<file path="src/rtl/pps_conditioner.sv">
// pps_conditioner: synchronises and deglitches the raw GPS PPS pin, qualifies each
// pulse interval against the nominal second, and emits a clean single-cycle strobe,
// free-running from the last good period for a bounded time when the GPS drops out.
module pps_conditioner #(
  parameter int unsigned SYS_CLK_FREQ = 25_000_000,
  parameter int unsigned TOL_CYCLES   = 2500,
  parameter int unsigned MIN_WIDTH    = 4,
  parameter int unsigned LOCK_COUNT   = 3,
  parameter int unsigned HOLD_SECONDS = 60
) (
  input  logic        SYS_CLK,
  input  logic        RESET_N,
  input  logic        PPS_IN,
  output logic        PPS_OUT,
  output logic        LOCKED,
  output logic        HOLDOVER,
  output logic [31:0] PERIOD
);

  localparam int unsigned RUN_W  = $clog2(MIN_WIDTH + 2);
  localparam int unsigned GOOD_W = $clog2(LOCK_COUNT + 1);
  localparam int unsigned HOLD_W = $clog2(HOLD_SECONDS + 1);

  localparam logic [31:0] WIN_MIN = 32'(SYS_CLK_FREQ - TOL_CYCLES);
  localparam logic [31:0] WIN_MAX = 32'(SYS_CLK_FREQ + TOL_CYCLES);
  localparam logic [31:0] TIMEOUT = 32'(SYS_CLK_FREQ + TOL_CYCLES + 1);
  // Holdover phase is TOL_CYCLES+1 in the timeout cycle; one more by the edge that
  // registers the timeout strobe, which keeps synthesised strobes on the nominal grid.
  localparam logic [31:0] H_START = 32'(TOL_CYCLES + 2);

  typedef enum logic [1:0] {
    ST_ACQUIRE  = 2'd0,
    ST_LOCKED   = 2'd1,
    ST_HOLDOVER = 2'd2
  } state_e;

  state_e              state_q, state_d;
  logic                sync1_q, sync2_q;
  logic [RUN_W-1:0]    run_q, run_d;
  logic [31:0]         e_q, e_d;
  logic [31:0]         h_q, h_d;
  logic [31:0]         period_q, period_d;
  logic [GOOD_W-1:0]   good_q, good_d;
  logic [HOLD_W-1:0]   hold_q, hold_d;
  logic                strobe_q, strobe_d;
  logic                locked_q, locked_d;
  logic                holdover_q, holdover_d;

  logic                accept;
  logic                in_window;
  logic                good;

  // One accept per high period: the run length passes MIN_WIDTH exactly once.
  assign accept    = (run_q == RUN_W'(MIN_WIDTH));
  assign in_window = (e_q >= WIN_MIN) && (e_q <= WIN_MAX);
  assign good      = accept && in_window;

  // Two-flop synchroniser for the asynchronous PPS pin.
  always_ff @(posedge SYS_CLK or negedge RESET_N) begin
    if (!RESET_N) begin
      sync1_q <= 1'b0;
      sync2_q <= 1'b0;
    end else begin
      sync1_q <= PPS_IN;
      sync2_q <= sync1_q;
    end
  end

  // Conditioner state and counters.
  always_ff @(posedge SYS_CLK or negedge RESET_N) begin
    if (!RESET_N) begin
      state_q    <= ST_ACQUIRE;
      run_q      <= '0;
      e_q        <= '1;
      h_q        <= '0;
      period_q   <= 32'(SYS_CLK_FREQ);
      good_q     <= '0;
      hold_q     <= '0;
      strobe_q   <= 1'b0;
      locked_q   <= 1'b0;
      holdover_q <= 1'b0;
    end else begin
      state_q    <= state_d;
      run_q      <= run_d;
      e_q        <= e_d;
      h_q        <= h_d;
      period_q   <= period_d;
      good_q     <= good_d;
      hold_q     <= hold_d;
      strobe_q   <= strobe_d;
      locked_q   <= locked_d;
      holdover_q <= holdover_d;
    end
  end

  // Next-state, counter updates and strobe decision.
  always_comb begin
    state_d  = state_q;
    e_d      = (e_q == '1) ? e_q : e_q + 32'd1;
    h_d      = h_q;
    period_d = period_q;
    good_d   = good_q;
    hold_d   = hold_q;
    strobe_d = 1'b0;

    if (!sync2_q) begin
      run_d = '0;
    end else if (run_q == RUN_W'(MIN_WIDTH + 1)) begin
      run_d = run_q;
    end else begin
      run_d = run_q + RUN_W'(1);
    end

    if (good) begin
      period_d = e_q;
    end

    case (state_q)
      ST_ACQUIRE: begin
        if (accept) begin
          e_d = 32'd1;
          if (!in_window) begin
            good_d = '0;
          end else if (good_q == GOOD_W'(LOCK_COUNT - 1)) begin
            good_d   = GOOD_W'(LOCK_COUNT);
            state_d  = ST_LOCKED;
            strobe_d = 1'b1;
          end else begin
            good_d = good_q + GOOD_W'(1);
          end
        end
      end
      ST_LOCKED: begin
        // Early edges fall through untouched: no strobe, E keeps counting.
        if (e_q == TIMEOUT) begin
          state_d  = ST_HOLDOVER;
          strobe_d = 1'b1;
          h_d      = H_START;
          hold_d   = HOLD_W'(1);
        end else if (good) begin
          e_d      = 32'd1;
          strobe_d = 1'b1;
        end
      end
      ST_HOLDOVER: begin
        h_d = h_q + 32'd1;
        if (accept) begin
          state_d = ST_ACQUIRE;
          good_d  = '0;
          e_d     = 32'd1;
        end else if (h_q == period_q) begin
          if (hold_q == HOLD_W'(HOLD_SECONDS)) begin
            state_d = ST_ACQUIRE;
            good_d  = '0;
          end else begin
            strobe_d = 1'b1;
            h_d      = 32'd1;
            hold_d   = hold_q + HOLD_W'(1);
          end
        end
      end
      default: begin
        state_d = ST_ACQUIRE;
        good_d  = '0;
      end
    endcase

    locked_d   = (state_d == ST_LOCKED);
    holdover_d = (state_d == ST_HOLDOVER);
  end

  assign PPS_OUT  = strobe_q;
  assign LOCKED   = locked_q;
  assign HOLDOVER = holdover_q;
  assign PERIOD   = period_q;

endmodule

</file>
<file path="config.mk">
export PLATFORM = sky130hd
export DESIGN_NAME = pps_conditioner
export DESIGN_NICKNAME = d
export VERILOG_FILES = /design/src/rtl/pps_conditioner.sv
export SDC_FILE = /design/constraint.sdc
export NUM_CORES = 1
export LEC_CHECK = 0
export BUFFER_PORTS_ARGS = -buffer_cell sky130_fd_sc_hd__buf_4
export CAP_MARGIN = 10
export CORE_ASPECT_RATIO = 2
export CORE_MARGIN = 2
export CORE_UTILIZATION = 60
export DETAILED_ROUTE_END_ITERATION = 8
export GPL_ROUTABILITY_DRIVEN = 0
export GPL_TIMING_DRIVEN = 0
export PLACE_DENSITY = 0.76
export SYNTH_ARGS = -nofsm -noshare
export SYNTH_HDL_FRONTEND = slang
export SYNTH_SLANG_ARGS = --single-unit
</file>
<file path="constraint.sdc">
create_clock -name SYS_CLK -period 7.7 [get_ports SYS_CLK]
set_input_delay 0.77 -clock SYS_CLK [delete_from_list [all_inputs] [get_ports SYS_CLK]]
set_output_delay 0.77 -clock SYS_CLK [all_outputs]
set_load 0.05 [all_outputs]
</file>
======== After elaboration in Yosys (flattened, before gate mapping) ========
Cells that the tools add are included.
storage, ports and cells
  flip-flop bits (word level) ............. 114
  input port bits ......................... 3
  output and inout bits ................... 35
  word-level logic and storage cells ...... 88
operators by class
  $add $sub $neg .......................... 5
  magnitude comparators ................... 2
  eq/ne operators ......................... 19
  mux-type cells .......................... 41
  bitwise gates (word level) .............. 1
  reduce and logical (&&, ||, !) cells .... 8
operator list
  cell                                                                     number
  32-bit 2-to-1 mux                                                        8
  32-bit one-hot mux with 2 select lines                                   2
  32-bit by 1-bit adder with 32-bit output, second input constant          2
  32-bit by 25-bit == test with 1-bit output, second input constant        1
  32-bit == test                                                           1
  32-bit == test, second input constant                                    1
  32-bit by 25-bit >= comparator with 1-bit output, second input constant  1
  32-bit by 25-bit <= comparator with 1-bit output, second input constant  1
  2-bit 2-to-1 mux                                                         13
  6-bit 2-to-1 mux                                                         4
  2-bit != test, second input constant                                     6
  2-bit one-hot mux with 3 select lines                                    2
  6-bit one-hot mux with 2 select lines                                    1
  1-bit 2-to-1 mux                                                         8
  6-bit by 1-bit adder with 6-bit output, second input constant            1
  2-bit == test, second input constant                                     3
  3-bit == test, second input constant                                     2
  6-bit == test, second input constant                                     1
  3-bit 2-to-1 mux                                                         2
  3-bit != test, second input constant                                     2
  5-bit AND reduction                                                      1
  2-bit by 1-bit == test with 1-bit output, second input constant          2
  4-bit AND reduction                                                      1
  3-bit by 1-bit adder with 3-bit output, second input constant            1
  other kinds (8)                                                          9

======== Depth between registers and ports, before layout ========
Gate-level depths: netlist (run 1).
  word-level depth ........................ 6
  mapped depth ............................ 9
  depth with buffers taken out ............ 8

======== Least setup slack after synthesis (run 1) ========
OpenSTA, ideal clock, no wires.
  path type ............................... register to register
  start ................................... reg e_q[28]
  end ..................................... reg period_q[15] (netlist: PERIOD[15])
  setup time .............................. 0.125 ns
  arrival time ............................ 2.807 ns
  required time ........................... 7.575 ns
  setup slack ............................. 4.768 ns
  cell stages (with the launch flop) ...... 9
  path buffers ............................ 2
  period minus slack after synthesis ...... 2.932 ns
  path through ............................ dfstp_2 or4_1 or4_4 a311oi_4 a21oi_2 or4b_1 buf_2 buf_6 mux2_4
between the ends
  longest elaborated chain between the ends .. 3
  elaborated cells on any way between the ends .. 4
  classes of those cells .................. 2 x order compare; 2 x reduce/logical
RTL lines
  what                                                                                                                         line  source
  start: declaration                                                                                                           40    logic [31:0] e_q, e_d;
  start signal: assignment                                                                                                     74    e_q <= '1;
  start signal: assignment                                                                                                     85    e_q <= e_d;
  32-bit by 25-bit >= comparator with 1-bit output / 32-bit by 25-bit <= comparator with 1-bit output (equally long branches)  55    assign in_window = (e_q >= WIN_MIN) && (e_q <= WIN_MAX);
  1-bit logical AND *                                                                                                          55
  1-bit logical AND *                                                                                                          56    assign good = accept && in_window;
  end signal: assignment                                                                                                       76    period_q <= 32'(SYS_CLK_FREQ);
  end signal: assignment                                                                                                       87    period_q <= period_d;
  end: declaration                                                                                                             42    logic [31:0] period_q, period_d;
Every way passes the cells marked *; elsewhere a longest branch is shown, timed or not.
A chain may end at the register's enable or synchronous reset.

======== Worst setup path after layout (run 1) ========
  start ................................... reg h_q[23]
  end ..................................... reg h_q[31]
between the ends
  longest elaborated chain between the ends .. 5
  elaborated cells on any way between the ends .. 6
  classes of those cells .................. 1 x add/sub; 1 x eq/ne; 4 x mux
RTL lines
  what                                      line  source
  start: declaration                        41    logic [31:0] h_q, h_d;
  start signal: assignment                  75    h_q <= '0;
  start signal: assignment                  86    h_q <= h_d;
  32-bit by 1-bit adder with 32-bit output  146   h_d = h_q + 32'd1;
  32-bit 2-to-1 mux                         152   if (hold_q == HOLD_W'(HOLD_SECONDS)) begin
  32-bit 2-to-1 mux                         151   end else if (h_q == period_q) begin
  32-bit 2-to-1 mux *                       147   if (accept) begin
  32-bit one-hot mux with 2 select lines *  118   case (state_q)
Marked as above.

==> results of run 1 <==
-- area by class of cell --
cell class / instances / area (µm²)
buffer: 33 / 136
clock buffer: 20 / 467
clock inverter: 12 / 226
fill: 724 / 2700
inverter: 15 / 56.3
multi-input combinational: 475 / 3120
sequential: 114 / 2910
tap: 135 / 169
timing repair buffer: 38 / 305
-- power groups by stage --
stage          combinational (mW)  clock [mW]  sequential, mW
4_1_cts                     0.142       0.925           0.666
5_1_grt                     0.158       0.953           0.669
3_3_place_gp                0.131           0           0.673
2_1_floorplan              0.0933           0           0.666
3_5_place_dp                0.139           0           0.675
6_report                    0.142       0.918           0.666
-- worst min-delay path by stage --
| stage | cells after the start | slack, ns | end |
|---|---|---|---|
| floorplan | 0 | 0.33 | sync2_q |
| global placement | 0 | 0.33 | sync2_q |
| detailed placement | 0 | 0.34 | sync2_q |
| CTS | 0 | 0.35 | sync2_q |
| global route | 0 | 0.36 | sync2_q |
| finish | 0 | 0.35 | sync2_q |
-- placed cells by master (no fill, tap or decap), drive strengths merged, types with 14 or more instances in the layout --
| master | count |
|---|---|
| xnor2 | 61 |
| and4 | 14 |
| o21ai | 27 |
| dfrtp | 70 |
| nand3 | 23 |
| clkbuf | 49 |
| nor2 | 52 |
| inv | 16 |
| buf | 42 |
| nor4 | 14 |
| nor3 | 35 |
| dfstp | 44 |
| nand4 | 31 |
| a21oi | 18 |
| and2 | 19 |
| nand2 | 50 |
-- critical path, cell delays in order, from the launching register on --
cell and delay, ns:
sky130_fd_sc_hd__dfrtp_1 0.31, sky130_fd_sc_hd__clkbuf_1 0.36, sky130_fd_sc_hd__xnor2_1 0.18, sky130_fd_sc_hd__nand4_1 0.10, sky130_fd_sc_hd__nor4_1 1.04, sky130_fd_sc_hd__nand4_1 0.54, sky130_fd_sc_hd__nand2_1 0.38, sky130_fd_sc_hd__clkbuf_1 0.45
sky130_fd_sc_hd__nor2_1 0.11
-- state kept, by name, indices dropped and copies added, names as in the netlist --
register	cells
state_q	2
HOLDOVER	1
e_q	32
PPS_OUT	1
LOCKED	1
sync2_q	1
h_q	32
good_q	2
run_q	3
PERIOD	32
hold_q	6
sync1_q	1
-- layer usage --
metal	routed length, µm	vias up	GRT usage
li1	-	2395	-
met1	5900	2639	0.314
met2	9530	244	0.599
met3	825	100	0.0629
met4	1390	0	0.252
met5	0	-	0
-- cells by family (layout without fill, tap and decap cells) --
| group | Yosys count | after routing | synth area share |
|---|---|---|---|
| AOI/OAI and AO/OA | 83 | 83 | 0.0887 |
| DFF | 114 | 114 | 0.468 |
| and+or+nand+nor | 290 | 290 | 0.251 |
| muxes | 18 | 18 | 0.0370 |
| xor gates and xnor gates | 74 | 74 | 0.104 |
| buffers and inverters | 48 | 118 | 0.0310 |
| adders and majority gates | 10 | 10 | 0.0201 |
-- through the flow --
| step | util | cells | hold slack (ns) | setup slack (ns) |
|---|---|---|---|---|
| floorplan | - | 637 | 0.331 | 4.77 |
| global placement | 0.661 | 809 | 0.335 | 4.31 |
| detailed placement | 0.664 | 810 | 0.341 | 4.23 |
| CTS | 0.732 | 842 | 0.353 | 4.21 |
| global route | 0.732 | 842 | 0.355 | 3.96 |
| finish | 0.732 | 842 | 0.349 | 4.08 |
==> metrics.md, run 1 <==
| Metric | Value |
|---|---|
| Outcome | finished clean |
| Start point of the critical path | h_q[23] |
| Floorplan die width | 76.0 µm |
| Hold/Removal Path Class | reg -> reg |
| Maximum number of pins on one net before global-route repair | 65 |
| Switching power summed over all nets | 404 µW |
| Setup Fix Bufs, Post-CTS | 0 |
| Number of flops mapped to enable cells by yosys | 0 |
| Final Cell Area | 7390 µm² |
| Drt first-iter violations | 548 |
| Synthesized area per cell | 9.76 µm² |
| Number of distinct library cells after synthesis | 52 |
| Vias in the first global route | 5510 |
| Antenna violations before repair | 0 |
| Hold-fix buffers at CTS | 0 |
| Syn-to-layout area delta | 18.8% |
| Remaining number of nets flagged by the antenna check after routing | 0 |
| Path depth of the worst reg2reg path | 8 |
| IR Drop Worst-Case VDD | 0.192 mV |
| Warning count from the yosys run | 0 |
| Total wire length after detailed routing | 17.7 mm |
| Worst slew pin tran | 1.29 ns |
| Root buffer cell | sky130_fd_sc_hd__clkbuf_16 |
| Final setup fails | 0 |
| Top post-synthesis cells by area | sky130_fd_sc_hd__dfrtp_1 28%, sky130_fd_sc_hd__dfstp_2 19%, sky130_fd_sc_hd__xnor2_1 8.6%, sky130_fd_sc_hd__nor2_1 3.1%, sky130_fd_sc_hd__nand4_1 3.1% |
| MaxCap Viol Count | 0 |
| Final global-route overflow total | 0 |
| Area share of the largest cell type after synthesis | 0.282 |
| Critical Path End | h_q[31] |
| Share of total power in sequential cells | 0.386 |
| R2R setup slack | 4.08 ns |
| Most common library cells after synthesis | 70 x sky130_fd_sc_hd__dfrtp_1, 61 x sky130_fd_sc_hd__xnor2_1, 52 x sky130_fd_sc_hd__nor2_1, 50 x sky130_fd_sc_hd__nand2_1, 44 x sky130_fd_sc_hd__dfstp_2 |
| Global-route total usage across every layer | 0.326 |
| Most frequent cell after synthesis | sky130_fd_sc_hd__dfrtp_1 |
| Maximum count of clock buffers along a single path | 2 |
| Count of vias placed by the detailed router | 5378 |
| Share of synthesized area occupied by flip-flops and latches | 0.468 |
| Class of the most critical setup path | reg -> reg |
| Post-synthesis cell count | 637 |
| Cell area after placement | 6690 µm² |
| Proportion of synthesized flip-flops having asynchronous set or reset | 1.00 |
| Worst Setup End Kind | flip-flop |
| Synthesized area | 6220 µm² |
| Detailed-placement wirelength estimate | 12.4 mm |
| Area inside the core boundary | 10100 µm² |
| Post-layout min period | 3.62 ns |
| Number of ports placed on the die boundary | 38 |
| Data required time of the worst path | 7.98 ns |
| Area enclosed by the die boundary | 11200 µm² |
| Reg-to-reg critical path endpoint | h_q[31] |
| Setup TNS | 0 ns |
| Number of placement rows | 52 |
| Port bufs | 37 |
| Detailed-router iteration count before antenna repair | 5 |
| Wire length of the first global-routing pass | 28.1 mm |
| Diode count | 0 |
| Yosys reg bits | 114 |
| Clock Pin Slew Worst Setup and Hold Paths | 0.06 ns |
| Count of nets after finishing | 707 |
| CTS buffer count | 17 |
| Fraction of layout instances using a drive strength above 1 | 0.194 |
| Most area-hungry cell type in the Yosys netlist | sky130_fd_sc_hd__dfrtp_1 |
| Crit share post-route | 0.470 |
| Maximum net fanout on the critical path | 10 |
| TritonCTS clock tree | built |
| Share of power burned in the clock network | 0.532 |
| Clk_lat worst skew | 0.42 ns |
| Via-to-Cell Ratio | 6.39 |
| Prevailing post-synth register cell | sky130_fd_sc_hd__dfrtp_1 |
| Post-cts sizing count | 0 |
| Upper clock frequency limit | 277 MHz |
| Max Slew Vio Count | 0 |
| Start point of the worst hold path | sync1_q |
| TritonCTS Sinks | 114 |
| Unrepaired setup endpoints after global routing | false |
| Max H-tree Level | 4 |
| Worst relative slew slack | 0.132 |
| Clock skew | 0.00474 ns |
| Arrival time worst endpoint | 3.90 ns |
| Leakage power | 3.13 nW |
| Internal power | 1.32 mW |
| Final hold viol count | 0 |
| Routed len/inst | 21.0 µm |
| Initial standard-cell utilization of the core | 0.617 |
| Type of origin of the critical path | flip-flop |
| Reg-to-reg critical path startpoint | h_q[23] |
| Number of nets produced by synthesis | 650 |
| Die extent in y | 148 µm |
| Share of power burned in combinational logic | 0.082 |
| Fraction of power spent switching nets | 0.234 |
| Tot Pwr | 1.73 mW |
| Post-route DRC | 0 |
| Areal power density over the cells | 234 nW/µm² |
No activity file was read; power rests on OpenSTA's default activity.
==> run 2, diff against run 1 <==
--- a/config.mk
+++ b/config.mk
@@ -9,11 +9,11 @@
 export CAP_MARGIN = 10
 export CORE_ASPECT_RATIO = 2
 export CORE_MARGIN = 2
-export CORE_UTILIZATION = 60
+export CORE_UTILIZATION = 55
 export DETAILED_ROUTE_END_ITERATION = 8
 export GPL_ROUTABILITY_DRIVEN = 0
 export GPL_TIMING_DRIVEN = 0
-export PLACE_DENSITY = 0.76
+export PLACE_DENSITY = 0.73
 export SYNTH_ARGS = -nofsm -noshare
 export SYNTH_HDL_FRONTEND = slang
 export SYNTH_SLANG_ARGS = --single-unit
==> constraint.sdc (replaced) <==
create_clock -name SYS_CLK -period 3.3 [get_ports SYS_CLK]
set_input_delay 0.33 -clock SYS_CLK [delete_from_list [all_inputs] [get_ports SYS_CLK]]
set_output_delay 0.33 -clock SYS_CLK [all_outputs]
set_load 0.05 [all_outputs]
==> metrics.md, run 2 (synthesis results as in run 1) <==
| Metric | Value |
|---|---|
| Worst relative slew slack | 0.500 (+0.368) |
| Setup TNS | 0 ns (unchanged) |
| Detailed-placement wirelength estimate | 10.9 mm (-13%) |
| Maximum number of pins on one net before global-route repair | 61 (-6.2%) |
| Detailed-router iteration count before antenna repair | 5 (unchanged) |
| Outcome | finished clean |
| Remaining number of nets flagged by the antenna check after routing | 0 (unchanged) |
| Port bufs | 37 (unchanged) |
| TritonCTS Sinks | 114 (unchanged) |
| Worst slew pin tran | 0.731 ns (-0.559 ns) |
| Clk_lat worst skew | 0.42 ns (about the same) |
| Area enclosed by the die boundary | 12200 µm² (+8.7%) |
| Wire length of the first global-routing pass | 25.9 mm (-7.9%) |
| Number of placement rows | 55 (+5.8%) |
| Crit share post-route | 0.981 (+0.511) |
| Vias in the first global route | 5017 (-8.9%) |
| Final hold viol count | 0 (unchanged) |
| TritonCTS clock tree | built |
| Hold/Removal Path Class | in -> reg |
| Areal power density over the cells | 510 nW/µm² (+120%) |
| Worst Setup End Kind | flip-flop |
| Final global-route overflow total | 0 (unchanged) |
| Leakage power | 3.11 nW (-0.86%) |
| Commonest cells after routing, fill and taps aside | 70 x sky130_fd_sc_hd__dfrtp_1, 61 x sky130_fd_sc_hd__xnor2_1, 52 x sky130_fd_sc_hd__nor2_1, 50 x sky130_fd_sc_hd__nand2_1, 44 x sky130_fd_sc_hd__dfstp_2 |
| Upper clock frequency limit | 309 MHz (+12%) |
| Type of origin of the critical path | flip-flop |
| Number of fillers in the final layout | 898 (+24%) |
| Most common library cell in the layout ignoring fill and taps | sky130_fd_sc_hd__dfrtp_1 |
| Floorplan die width | 79.2 µm (+4.2%) |
| IR Drop Worst-Case VDD | 0.647 mV (+240%) |
| Root buffer cell | sky130_fd_sc_hd__clkbuf_16 |
| Arrival time worst endpoint | 3.53 ns (-0.37 ns) |
| Routed len/inst | 18.5 µm (-12%) |
| CTS buffer count | 17 (unchanged) |
| Data required time of the worst path | 3.59 ns (-4.39 ns) |
| Fraction of layout instances using a drive strength above 1 | 0.198 (+0.00424) |
| Count of vias placed by the detailed router | 5140 (-4.4%) |
| Clock Pin Slew Worst Setup and Hold Paths | 0.05 ns (about the same) |
| Number of ports placed on the die boundary | 38 (unchanged) |
| Initial standard-cell utilization of the core | 0.558 (-0.0588) |
| Clock skew | 0.00828 ns (+0.00353 ns) |
| Syn-to-layout area delta | 17.8% |
| Post-route DRC | 0 (unchanged) |
| Max H-tree Level | 4 (unchanged) |
| Via-to-Cell Ratio | 6.05 (-5.2%) |
| Drt first-iter violations | 420 (-23%) |
| Setup Fix Bufs, Post-CTS | 0 (unchanged) |
| Final setup fails | 0 (unchanged) |
| Global-route total usage across every layer | 0.273 (-0.0530) |
| Post-layout min period | 3.24 ns (-0.379 ns) |
| Class of the most critical setup path | reg -> reg |
| Antenna violations before repair | 0 (unchanged) |
| Area inside the core boundary | 11100 µm² (+11%) |
| Count of nets after finishing | 707 (unchanged) |
| Max Slew Vio Count | 0 (unchanged) |
| Die extent in y | 154 µm (+4.3%) |
| Maximum count of clock buffers along a single path | 2 (unchanged) |
| Maximum net fanout on the critical path | 10 (unchanged) |
| Hold slack | 0.0239 ns (-0.325 ns) |
| MaxCap Viol Count | 0 (unchanged) |
| Total wire length after detailed routing | 15.7 mm (-11%) |
| Diode count | 0 (unchanged) |
[run 2: changes by cell type in the layout (fill, tap and decap cells not counted), moves of 2 or more]
| cell | change |
|---|---|
| sky130_fd_sc_hd__clkbuf_2 | +2 |
| sky130_fd_sc_hd__nor4_2 | +2 |
| sky130_fd_sc_hd__clkinv_4 | -2 |
| sky130_fd_sc_hd__bufinv_16 | -3 |
| sky130_fd_sc_hd__nor4_1 | -2 |
| sky130_fd_sc_hd__clkinv_2 | +5 |
[run 2: area by class of cell]
type | instances | area, µm² | area share
Sequential cell | 114 | 2910 | 0.397
Inverter | 15 | 56.3 | 0.00769
Timing Repair Buffer | 39 | 315 | 0.0430
Multi-Input combinational cell | 475 | 3140 | 0.428
Buffer | 32 | 135 | 0.0184
Tap cell | 142 | 178 | 0.0243
Clock inverter | 11 | 135 | 0.0184
Clock buffer | 21 | 460 | 0.0629
[run 2: worst max-delay path: stages, from the launching register on]
cell and delay, ns:
sky130_fd_sc_hd__dfstp_2 0.38, sky130_fd_sc_hd__or4_1 0.55, sky130_fd_sc_hd__or4_4 0.48, sky130_fd_sc_hd__a311oi_4 0.31, sky130_fd_sc_hd__a21oi_2 0.17, sky130_fd_sc_hd__or4b_1 0.54, sky130_fd_sc_hd__buf_2 0.20, sky130_fd_sc_hd__buf_6 0.18
sky130_fd_sc_hd__mux2_4 0.30
[run 2: routing by layer]
metal / vias to the layer above / global-route usage / part of all wire
met3: 31 / 0.0426 / 0.049
li1: 2403 / - / -
met5: - / 0 / 0
met1: 2527 / 0.374 / 0.44
met2: 179 / 0.428 / 0.49
met4: 0 / 0.117 / 0.024
[run 2: timing repair]
item	in CTS	in global routing
setup endpoints to repair	0	36
hold endpoints to repair	15	0
gates resized for setup	0	8
hold buffers	1	0
[run 2: final timing paths]
kind                       cells after the start        end  slack (ns)     from
max                                            8  PERIOD[8]        0.06  e_q[28]
max in group asynchronous                      3    e_q[12]        2.00  RESET_N
max reg2reg                                    8  PERIOD[8]        0.06  e_q[28]
min                                            1    sync1_q        0.02   PPS_IN
min reg2reg                                    0    sync2_q        0.36  sync1_q
min in group asynchronous                      2    h_q[29]        0.51  RESET_N
[run 2: through the flow]
step | util | worst slack, ns | instance area (µm²) | power [mW] | std cells
2_1_floorplan | - | 0.368 | 6220 | 1.77 | 637
6_report | 0.657 | 0.0632 | 7320 | 3.74 | 849
3_5_place_dp | 0.601 | 0.0912 | 6700 | 1.89 | 817
3_3_place_gp | 0.599 | 0.0439 | 6670 | 1.87 | 816
5_1_grt | 0.657 | -0.0222 | 7320 | 3.87 | 849
4_1_cts | 0.655 | 0.0427 | 7310 | 3.75 | 850
[run 2: power breakdown]
part / total [mW] / internal, mW / switching [mW]
sequential: 1.56 / 1.49 / 0.0682
clock: 1.86 / 1.22 / 0.644
combinational: 0.322 / 0.117 / 0.205
==> run 3, diff against run 2 <==
--- a/config.mk
+++ b/config.mk
@@ -9,11 +9,12 @@
 export CAP_MARGIN = 10
 export CORE_ASPECT_RATIO = 2
 export CORE_MARGIN = 2
-export CORE_UTILIZATION = 55
+export CORE_UTILIZATION = 25
 export DETAILED_ROUTE_END_ITERATION = 8
 export GPL_ROUTABILITY_DRIVEN = 0
 export GPL_TIMING_DRIVEN = 0
-export PLACE_DENSITY = 0.73
+export PLACE_DENSITY = 0.38
+export RECOVER_POWER = 100
 export SYNTH_ARGS = -nofsm -noshare
 export SYNTH_HDL_FRONTEND = slang
 export SYNTH_SLANG_ARGS = --single-unit
==> metrics.md, run 3 (synthesis results as in run 1) <==
| Metric | Value |
|---|---|
| Detailed-placement wirelength estimate | 15.4 mm (+42%) |
| Final Non-Filler Cells | 1039 (+22%) |
| Vias in the first global route | 5326 (+6.2%) |
| Area inside the core boundary | 24400 µm² (+120%) |
| Hold slack | 0.351 ns (+0.327 ns) |
| IR Drop Worst-Case VDD | 0.349 mV (-46%) |
| Cell Count Post-Placement | 1007 (+23%) |
| Maximum number of pins on one net before global-route repair | 86 (+41%) |
| TritonCTS Sinks | 114 (unchanged) |
| Internal power | 2.82 mW (about the same) |
| Detailed-router iteration count before antenna repair | 6 (+1) |
| Leakage power | 2.95 nW (-5.0%) |
| Worst Setup End Kind | flip-flop |
| Data required time of the worst path | 3.61 ns (+0.02 ns) |
| Port bufs | 37 (unchanged) |
| Outcome | finished with violations |
| Worst relative slew slack | -0.202 (-0.702) |
| Met3 WL post-DR | 548 µm (-29%) |
| Final global-route overflow total | 0 (unchanged) |
| Reg-to-reg critical path endpoint | PERIOD[9] |
| Setup Fix Bufs, Post-CTS | 0 (unchanged) |
| Worst setup margin | 0.0957 ns (+0.0325 ns) |
| Final setup fails | 0 (unchanged) |
| Start point of the worst hold path | sync1_q |
| Violations in the final reports | capacitance limit, slew limit |
| Global-route total usage across every layer | 0.165 (-0.108) |
| Areal power density over the cells | 509 nW/µm² (-0.32%) |
| Clk_lat worst skew | 0.44 ns (+0.02 ns) |
| Class of the most critical setup path | reg -> reg |
| WHS Path Cells | 0 (-1) |
| Maximum net fanout on the critical path | 10 (unchanged) |
| Cell area after placement | 6950 µm² (+3.7%) |
| Type of origin of the critical path | flip-flop |
| Path depth of the worst reg2reg path | 8 (unchanged) |
| Post-route DRC | 0 (unchanged) |
| Fraction of power spent switching nets | 0.255 (+0.0102) |
| Area enclosed by the die boundary | 26200 µm² (+110%) |
| Routed met2 length | 11.5 mm (+51%) |
| Syn-to-layout area delta | 19.7% |
| Commonest cells after routing, fill and taps aside | 70 x sky130_fd_sc_hd__dfrtp_1, 61 x sky130_fd_sc_hd__clkbuf_1, 61 x sky130_fd_sc_hd__xnor2_1, 52 x sky130_fd_sc_hd__nor2_1, 50 x sky130_fd_sc_hd__nand2_1 |
| Max H-tree Level | 4 (unchanged) |
| TritonCTS clock tree | built |
| Upper clock frequency limit | 312 MHz (+1.0%) |
| Floorplan die width | 116 µm (+46%) |
| Count of vias placed by the detailed router | 5048 (-1.8%) |
| Endpoint of the worst hold path | sync2_q |
| Final Cell Area | 7440 µm² (+1.6%) |
| Highest layer used for signal routing | met4 |
| Worst-path cell chain | or4_1, or4_4, a311oi_4, a21oi_4, or4b_1, buf_2, buf_6, mux2_1 |
| Antenna violations before repair | 0 (unchanged) |
| Unrepaired setup endpoints after global routing | false |
| MaxCap Viol Count | 1 (+1) |
| Remaining number of nets flagged by the antenna check after routing | 0 (unchanged) |
| Final core utilization | 0.305 (-0.352) |
| Routed len/inst | 19.6 µm (+6.1%) |
| Share of power burned in combinational logic | 0.090 (+0.004) |
| Clock skew | 0.0121 ns (+0.00379 ns) |
| Arrival time worst endpoint | 3.51 ns (-0.02 ns) |
| Met1 wire length | 6.95 mm (+0.97%) |
| Die extent in y | 227 µm (+47%) |
| Wire length of the first global-routing pass | 31.4 mm (+21%) |
| Fraction of layout instances using a drive strength above 1 | 0.137 (-0.0608) |
| Switching power summed over all nets | 967 µW (+5.5%) |
| Number of ports placed on the die boundary | 38 (unchanged) |
| Pre-CTS setup slack | -0.376 ns (-0.468 ns) |
| Number of placement rows | 81 (+47%) |
| Crit share post-route | 0.971 (-0.00984) |
| Root buffer cell | sky130_fd_sc_hd__clkbuf_16 |
| Setup TNS | 0 ns (unchanged) |
| Tot Pwr | 3.79 mW (+1.3%) |
| Worst path slowest cell | sky130_fd_sc_hd__or4_1 |
| Drt first-iter violations | 249 (-41%) |
| Total wire length after detailed routing | 20.4 mm (+30%) |
| Max Slew Vio Count | 30 (+30) |
| Post-layout min period | 3.20 ns (-0.0325 ns) |
| Share of power burned in the clock network | 0.499 (about the same) |
| Via-to-Cell Ratio | 4.86 (-20%) |
| Clock Pin Slew Worst Setup and Hold Paths | 0.06 ns (about the same) |
| Maximum count of clock buffers along a single path | 2 (unchanged) |
| Initial standard-cell utilization of the core | 0.255 (-0.303) |
| R2R setup slack | 0.1 ns (+0.03 ns) |
| CTS buffer count | 17 (unchanged) |
| Reg-to-reg critical path startpoint | e_q[28] |
| Most common library cell in the layout ignoring fill and taps | sky130_fd_sc_hd__dfrtp_1 |
| Share of total power in sequential cells | 0.411 (-0.005) |
| Final hold viol count | 0 (unchanged) |
| Diode count | 0 (unchanged) |
| Worst slew pin tran | 1.80 ns (+1.07 ns) |
| Hold/Removal Path Class | reg -> reg |
| Worst stage delay on the critical path | 0.56 ns (about the same) |
| Count of nets after finishing | 707 (unchanged) |
==> run 3: layer usage <==
layer,GRT usage,up-vias
li1,-,2399
met1,0.153,2493
met2,0.308,101
met3,0.0357,55
met4,0.115,0
met5,0,-
==> run 3: layout make-up <==
class                           instances  area (µm²)
Buffer                                 31         136
Clock buffer                           20         457
Inverter                               15        56.3
Fill cell                            2597       17000
Timing Repair Buffer                   40         190
Multi-Input combinational cell        475        3140
Clock inverter                         12         139
Sequential cell                       114        2910
Tap cell                              332         415
==> run 3: worst max path at each step <==
stage,startpoint,endpoint
6_report,e_q[28],PERIOD[9]
5_1_grt,e_q[28],PERIOD[0]
4_1_cts,e_q[8],e_q[20]
3_5_place_dp,e_q[12],e_q[18]
3_3_place_gp,h_q[1],h_q[25]
2_1_floorplan,e_q[28],PERIOD[15]
==> run 3: critical path: cells and delay by family (launching register included) <==
| kind | cells | cell delay, ns |
|---|---|---|
| AND/OR/NAND/NOR | 3 | 1.55 |
| AO/OA/AOI/OAI | 2 | 0.45 |
| flip-flops | 1 | 0.39 |
| buffers and inverters | 2 | 0.37 |
| multiplexers | 1 | 0.31 |
==> run 3: timing repair <==
item / CTS / global route
gates resized for setup: 5 / 8
hold buffers: 2 / 0
endpoints found under the hold margin: 16 / 0
pin swaps: 0 / 0
endpoints found under the setup margin: 34 / 30
==> run 3: power by group through the flow <==
stage	sequential, mW	clock (mW)	combinational, mW
6_report	1.55	1.89	0.341
5_1_grt	1.57	2.01	0.379
4_1_cts	1.55	1.96	0.347
3_5_place_dp	1.58	0	0.342
3_3_place_gp	1.58	0	0.331
2_1_floorplan	1.55	0	0.218
